$ cat config.mk
export PLATFORM = sky130hd
export DESIGN_NAME = ori_ram_sched_flat
export DESIGN_NICKNAME = d
export VERILOG_FILES = /design/src/rtl/ori_ram_sched_pkg.sv /design/src/rtl/ori_ram_sched_if.sv /design/src/rtl/ori_ram_sched_vid_cnt.sv /design/src/rtl/ori_ram_sched.sv /design/src/flat_wrapper.sv
export SDC_FILE = /design/constraint.sdc
export NUM_CORES = 1
export LEC_CHECK = 0
export ABC_CLOCK_PERIOD_IN_PS = 2500
export CAP_MARGIN = 30
export CORE_MARGIN = 8
export CORE_UTILIZATION = 50
export DETAILED_ROUTE_END_ITERATION = 12
export GPL_TIMING_DRIVEN = 0
export PLACE_DENSITY = 0.79
export SYNTH_ARGS = -nofsm -noshare
export SYNTH_HDL_FRONTEND = slang
export SYNTH_SLANG_ARGS = --single-unit
$ cat constraint.sdc
create_clock -name clk_i -period 2.5 [get_ports clk_i]
set_input_delay 0.5 -clock clk_i [delete_from_list [all_inputs] [get_ports clk_i]]
set_output_delay 0.5 -clock clk_i [all_outputs]
set_load 0.005 [all_outputs]
$ cat src/rtl/ori_ram_sched_pkg.sv
// Shared types for the CPU/video DRAM time-slot scheduler.
package ori_ram_sched_pkg;

   localparam int COL_W = 6;
   localparam int ROW_W = 8;

   typedef enum logic [1:0] {
      P_ADDR = 2'd0,
      P_RAS  = 2'd1,
      P_CAS  = 2'd2,
      P_END  = 2'd3
   } phase_t;

   typedef enum logic {
      SLOT_VID = 1'b0,
      SLOT_CPU = 1'b1
   } slot_t;

   typedef enum logic [1:0] {
      OWN_IDLE = 2'd0,
      OWN_VID  = 2'd1,
      OWN_CPU  = 2'd2
   } owner_t;

   // The slot owner gets first call; the other party may borrow an unused slot.
   function automatic owner_t pick_owner(input slot_t slot, input logic cpu_req,
                                         input logic fetch_pending);
      owner_t own;
      if (slot == SLOT_VID)
         own = fetch_pending ? OWN_VID : (cpu_req ? OWN_CPU : OWN_IDLE);
      else
         own = cpu_req ? OWN_CPU : (fetch_pending ? OWN_VID : OWN_IDLE);
      return own;
   endfunction

endpackage

$ cat src/rtl/ori_ram_sched_if.sv
// CPU handshake plus the DRAM/address-mux control bundle of the scheduler.
interface ori_ram_sched_if;
   import ori_ram_sched_pkg::*;

   logic             cpu_req;
   logic             cpu_we;
   logic             cpu_ack;
   logic             cpu_wait;
   logic             cke_ras_n;
   logic             acc_cpu;
   logic [COL_W-1:0] num_col;
   logic [ROW_W-1:0] num_row;
   logic             ras_n;
   logic             cas_n;
   logic             we_n;
   logic             vid_strobe;

   modport master (
      output cpu_req, cpu_we,
      input  cpu_ack, cpu_wait, cke_ras_n, acc_cpu, num_col, num_row,
             ras_n, cas_n, we_n, vid_strobe
   );

   modport slave (
      input  cpu_req, cpu_we,
      output cpu_ack, cpu_wait, cke_ras_n, acc_cpu, num_col, num_row,
             ras_n, cas_n, we_n, vid_strobe
   );
endinterface

$ cat src/rtl/ori_ram_sched_vid_cnt.sv
// Video fetch column/row counters driven by line/frame pulses and completed video cycles.
module ori_ram_sched_vid_cnt
   import ori_ram_sched_pkg::*;
#(
   parameter int COLS = 48,
   parameter int ROWS = 256
) (
   input  logic             clk_i,
   input  logic             rst_n_i,
   input  logic             line_start,
   input  logic             frame_start,
   input  logic             disp_en,
   input  logic             vid_done,
   output logic [COL_W-1:0] num_col,
   output logic [ROW_W-1:0] num_row,
   output logic             fetch_pending
);

   // One extra bit so the column can rest at COLS even when COLS is 64.
   logic [COL_W:0]   col;
   logic [ROW_W-1:0] row;

   assign num_col       = col[COL_W-1:0];
   assign num_row       = row;
   assign fetch_pending = disp_en && (col < (COL_W+1)'(COLS));

   // Frame beats line, line beats a finishing fetch; column saturates at COLS.
   always_ff @(posedge clk_i or negedge rst_n_i) begin
      if (!rst_n_i) begin
         col <= '0;
         row <= '0;
      end else if (frame_start) begin
         col <= '0;
         row <= '0;
      end else if (line_start) begin
         col <= '0;
         row <= (row == ROW_W'(ROWS-1)) ? '0 : row + 1'b1;
      end else if (vid_done && (col < (COL_W+1)'(COLS))) begin
         col <= col + 1'b1;
      end
   end

endmodule

$ cat src/rtl/ori_ram_sched.sv
// Four-phase DRAM cycle sequencer sharing slots between CPU and video fetch.
module ori_ram_sched
   import ori_ram_sched_pkg::*;
#(
   parameter int COLS = 48,
   parameter int ROWS = 256
) (
   input  logic            clk_i,
   input  logic            rst_n_i,
   input  logic            line_start_i,
   input  logic            frame_start_i,
   input  logic            disp_en_i,
   ori_ram_sched_if.slave  bus
);

   phase_t           phase;
   slot_t            slot;
   owner_t           owner;
   owner_t           owner_pick;
   logic             cpu_wr;
   logic             fetch_pending;
   logic             vid_done;
   logic             ras_n;
   logic             cas_n;
   logic             we_n;
   logic             vid_strobe;
   logic             cpu_ack;
   logic [COL_W-1:0] num_col;
   logic [ROW_W-1:0] num_row;

   // The owner is chosen from live inputs during P_ADDR so a request present
   // that clock is served; the mux strobe and owner flag drop with reset at once.
   assign owner_pick     = pick_owner(slot, bus.cpu_req, fetch_pending);
   assign bus.cke_ras_n  = rst_n_i && (phase == P_ADDR);
   assign bus.acc_cpu    = rst_n_i && ((phase == P_ADDR) ? (owner_pick == OWN_CPU)
                                                         : (owner == OWN_CPU));
   assign bus.cpu_wait   = bus.cpu_req && !cpu_ack;
   assign bus.ras_n      = ras_n;
   assign bus.cas_n      = cas_n;
   assign bus.we_n       = we_n;
   assign bus.vid_strobe = vid_strobe;
   assign bus.cpu_ack    = cpu_ack;
   assign bus.num_col    = num_col;
   assign bus.num_row    = num_row;
   assign vid_done       = (phase == P_END) && (owner == OWN_VID);

   ori_ram_sched_vid_cnt #(
      .COLS (COLS),
      .ROWS (ROWS)
   ) u_vid_cnt (
      .clk_i         (clk_i),
      .rst_n_i       (rst_n_i),
      .line_start    (line_start_i),
      .frame_start   (frame_start_i),
      .disp_en       (disp_en_i),
      .vid_done      (vid_done),
      .num_col       (num_col),
      .num_row       (num_row),
      .fetch_pending (fetch_pending)
   );

   // Phase sequencer: each edge sets up the DRAM strobes for the phase being entered.
   always_ff @(posedge clk_i or negedge rst_n_i) begin
      if (!rst_n_i) begin
         phase      <= P_ADDR;
         slot       <= SLOT_VID;
         owner      <= OWN_IDLE;
         cpu_wr     <= 1'b0;
         ras_n      <= 1'b1;
         cas_n      <= 1'b1;
         we_n       <= 1'b1;
         vid_strobe <= 1'b0;
         cpu_ack    <= 1'b0;
      end else begin
         case (phase)
            P_ADDR: begin
               phase  <= P_RAS;
               owner  <= owner_pick;
               cpu_wr <= bus.cpu_we && (owner_pick == OWN_CPU);
               ras_n  <= (owner_pick == OWN_IDLE);
            end
            P_RAS: begin
               phase <= P_CAS;
               cas_n <= (owner == OWN_IDLE);
               we_n  <= !cpu_wr;
            end
            P_CAS: begin
               phase      <= P_END;
               we_n       <= 1'b1;
               vid_strobe <= (owner == OWN_VID);
               cpu_ack    <= (owner == OWN_CPU);
            end
            P_END: begin
               phase      <= P_ADDR;
               slot       <= (slot == SLOT_VID) ? SLOT_CPU : SLOT_VID;
               owner      <= OWN_IDLE;
               cpu_wr     <= 1'b0;
               ras_n      <= 1'b1;
               cas_n      <= 1'b1;
               vid_strobe <= 1'b0;
               cpu_ack    <= 1'b0;
            end
         endcase
      end
   end

endmodule

$ cat src/flat_wrapper.sv
// flat-port wrapper written by rule: the top's interface ports become plain ports
module ori_ram_sched_flat import ori_ram_sched_pkg::*;
#(
   parameter int COLS = 48,
   parameter int ROWS = 256
)
  (clk_i, rst_n_i, line_start_i, frame_start_i, disp_en_i, bus_cpu_req, bus_cpu_we, bus_cpu_ack, bus_cpu_wait, bus_cke_ras_n, bus_acc_cpu, bus_num_col, bus_num_row, bus_ras_n, bus_cas_n, bus_we_n, bus_vid_strobe);
  ori_ram_sched_if bus_i ();
  input  logic clk_i;
  input  logic rst_n_i;
  input  logic line_start_i;
  input  logic frame_start_i;
  input  logic disp_en_i;
  input wire logic [$bits(bus_i.cpu_req)-1:0] bus_cpu_req;
  input wire logic [$bits(bus_i.cpu_we)-1:0] bus_cpu_we;
  output wire logic [$bits(bus_i.cpu_ack)-1:0] bus_cpu_ack;
  output wire logic [$bits(bus_i.cpu_wait)-1:0] bus_cpu_wait;
  output wire logic [$bits(bus_i.cke_ras_n)-1:0] bus_cke_ras_n;
  output wire logic [$bits(bus_i.acc_cpu)-1:0] bus_acc_cpu;
  output wire logic [$bits(bus_i.num_col)-1:0] bus_num_col;
  output wire logic [$bits(bus_i.num_row)-1:0] bus_num_row;
  output wire logic [$bits(bus_i.ras_n)-1:0] bus_ras_n;
  output wire logic [$bits(bus_i.cas_n)-1:0] bus_cas_n;
  output wire logic [$bits(bus_i.we_n)-1:0] bus_we_n;
  output wire logic [$bits(bus_i.vid_strobe)-1:0] bus_vid_strobe;
  assign bus_i.cpu_req = bus_cpu_req;
  assign bus_i.cpu_we = bus_cpu_we;
  assign bus_cpu_ack = bus_i.cpu_ack;
  assign bus_cpu_wait = bus_i.cpu_wait;
  assign bus_cke_ras_n = bus_i.cke_ras_n;
  assign bus_acc_cpu = bus_i.acc_cpu;
  assign bus_num_col = bus_i.num_col;
  assign bus_num_row = bus_i.num_row;
  assign bus_ras_n = bus_i.ras_n;
  assign bus_cas_n = bus_i.cas_n;
  assign bus_we_n = bus_i.we_n;
  assign bus_vid_strobe = bus_i.vid_strobe;
  ori_ram_sched #(.COLS(COLS), .ROWS(ROWS)) u_core (.clk_i(clk_i), .rst_n_i(rst_n_i), .line_start_i(line_start_i), .frame_start_i(frame_start_i), .disp_en_i(disp_en_i), .bus(bus_i));
endmodule
==> flow_summary.ini <==
[sta]
setup_violations = 0
fmax_ghz = 0.411
slew_headroom_pct = 71.0
period_share_pct = 97.4
hold_viol = 0
period_needed_ns = 2.43
worst_pin_slew_ns = 0.436
drv_slew = 0
fin_skew_ns = 0.00257

[logic_synthesis]
ys_top_cells_by_area = dfrtp_1 (42%), dfstp_2 (5.8%), ha_1 (5.5%), a21oi_1 (3.7%), buf_4 (3.3%)
synth_top_cell_by_area = dfrtp_1
syn-instance-count = 131
synth_edf_count = 0
yosysSeqAreaShare_pct = 47.8
syn_nets = 144
synth_top_area_share_pct = 42.0
avgSynthCellArea_um2 = 10.4
async_flop_share_pct = 100
yosys_warnings = 0
ys_ff_latch = 26
synth.distinct_cells = 44
synthFlopType = dfrtp_1
synthesis.area_mm2 = 0.00137

[critical_path]
path_buf_inv = 2
reg2reg_slack_ns = 0.79
required_ns = 2.00
crit_chain = inv_1 > ha_1 > and4bb_2 > a41o_1 > clkdlybuf4s50_1
critPathLaunchType = flip-flop
reg2reg_to = u_core.u_vid_cnt.col[3]
crit_family = buffers and inverters
end_kind = output port
crit_slowest_cell = clkdlybuf4s50_1
slowest_delay_ns = 0.44
crit_type = reg -> out
path_max_fanout = 4
timing.rr.start = u_core.phase[0]
r2r_cells = 6
arrival_ns = 1.93

[die]
pin_count = 29
die_area_mm2 = 0.00467
coreArea_mm2 = 0.00269
row_count = 19
die_h_um = 68.3
start_util_pct = 51.0
die_x_um = 68.3

[power_and_ir_drop]
p_comb_share_pct = 9.0
seq_power_share_pct = 54.6
p_sw_uw = 175
irDropWorstVdd_uv = 381
power_leakage_uw = 0.000750
p_sw_share_pct = 21.6
p_int_uw = 632
clock_power_share_pct = 36.4
p_per_area_mw_per_mm2 = 449

[final_layout]
finish.utilization_pct = 66.9
n_antenna_cell = 0
final_common_cell = clkdlybuf4s50_1
final_cells = 197
fin_nets = 180
synthToLayoutAreaGrowth_pct = 31.3
fillCellCount = 228
drive_above_1_share_pct = 16.9
final_cell_mix = clkdlybuf4s50_1 (27), dfrtp_1 (22), a21oi_1 (9)

[global_route]
grt_usage_pct = 12.9
grt_start_max_net_pins = 24
grt_pass1_wl_mm = 4.64
grt_pass1_vias = 999
antenna_found_initial = 0
grt_overflow = 0

[clocking]
cts_tree = done
clockRootBuffer = clkbuf_4
cts_buffers = 3
cts_buffer_depth = 2
cts_htree_levels = 1
insertion_delay_ns = 0.33
clkSinkCount = 26
clkTransAtPathRegs_ns = 0.14

[run]
max-cap-violations = 0

[placed_design]
gp_congestion = 0.761
dp.cells = 191
io_buffers = 28
hpwl_mm = 2.11

[routing]
post_drt_wl_per_cell_um = 14.8
vias = 1123
drt_iter0_drc = 48
drt_pass1_iterations = 4
via_per_inst = 5.70
ant_nets = 0
drc = 0
wirelength_mm = 2.92

[outcome]
status = complete, no violations

[hold_path]
min-delay-path-class = in -> async
## cells by family (layout without fill, tap and decap cells)
| kind of cell | Yosys count | after routing | share of synthesized area [%] |
|---|---|---|---|
| fa+ha+maj | 6 | 6 | 5.48 |
| compound gates | 34 | 34 | 17.1 |
| simple gates | 45 | 45 | 19.6 |
| xor+xnor | 5 | 5 | 3.20 |
| flops | 26 | 26 | 47.8 |
| buf+inv | 14 | 49 | 6.12 |
| mux | 1 | 1 | 0.731 |
## Yosys cell counts, types with 2 or more instances
cell	number
a21oi_1	10
inv_1	4
a311oi_1	2
clkbuf_1	2
dfrtp_1	23
nand3b_1	4
o31ai_1	2
or3_1	2
or4_1	2
and2_1	3
xor2_1	3
dfstp_2	3
xnor2_1	2
or2_2	2
a31oi_1	2
nand3_1	4
nand4_1	2
nand2_1	7
a22o_1	2
o21ai_0	6
nand2b_1	3
buf_4	6
ha_1	6
or3_2	3
a211oi_1	2
nor2_1	6
## power groups by stage
stage / registers (µW) / clock network (µW) / logic, µW
floorplan: 446 / 0 / 26.7
global placement: 448 / 0 / 65.6
detailed placement: 448 / 0 / 72.2
CTS: 441 / 298 / 72.1
global route: 442 / 313 / 80.1
finish: 441 / 294 / 72.4
## flip-flops by register name, summed over array words and instances (netlist names), 2 cells and up
name	cells
u_core.owner	2
u_core.u_vid_cnt.num_row	8
u_core.u_vid_cnt.col	7
u_core.phase	2
## area by class of cell
class	instances	area (µm²)	share of cell area [%]
sequential	26	656	36.5
clock buffer	3	22.5	1.25
clock inverter	1	30.0	1.67
tap	31	38.8	2.16
timing repair buffer	31	324	18.0
multi-input combinational	91	642	35.7
inverter	4	15.0	0.836
buffer	10	68.8	3.83
## how the worst max path moves through the flow
| stage | slack [ns] | depth (start not counted) | from | to |
|---|---|---|---|---|
| floorplan | 0.96 | 4 | u_core.phase[0] | bus_acc_cpu |
| global placement | -0.86 | 4 | rst_n_i | bus_acc_cpu |
| detailed placement | -0.30 | 5 | rst_n_i | bus_acc_cpu |
| CTS | 0.04 | 4 | u_core.u_vid_cnt.col[4] | bus_acc_cpu |
| global route | -0.03 | 5 | u_core.phase[1] | bus_acc_cpu |
| finish | 0.07 | 5 | u_core.phase[1] | bus_acc_cpu |
## through the flow
step / hold slack, ns / setup TNS [ns] / worst slack, ns / area, µm² / total power, µW
2_1_floorplan: 0.204 / 0 / 0.958 / 1370 / 473
3_3_place_gp: 0.419 / -1.43 / -0.857 / 1690 / 513
3_5_place_dp: 0.434 / -0.409 / -0.296 / 1720 / 520
4_1_cts: 0.0948 / 0 / 0.0389 / 1770 / 810
5_1_grt: 0.0961 / -0.0277 / -0.0277 / 1800 / 835
6_report: 0.0969 / 0 / 0.0656 / 1800 / 807
## layer usage
metal	up-vias	wire length (µm)	GRT usage (%)	part of all wire (%)
li1	545	-	-	-
met2	30	1390	21.2	48
met1	546	1300	16.0	44
met5	-	0	0	0
met3	2	205	3.60	7.0
met4	0	31	3.84	1.1
## repair_timing
action                                  CTS  global route
resized for setup                         4             2
hold buffers                              0             0
endpoints found under the hold margin     0             0
gates cloned                              0             0
endpoints found under the setup margin    2             1
pin swaps                                 0             1
buffers inserted                          0             2
Power figures use the tool's default switching activity.
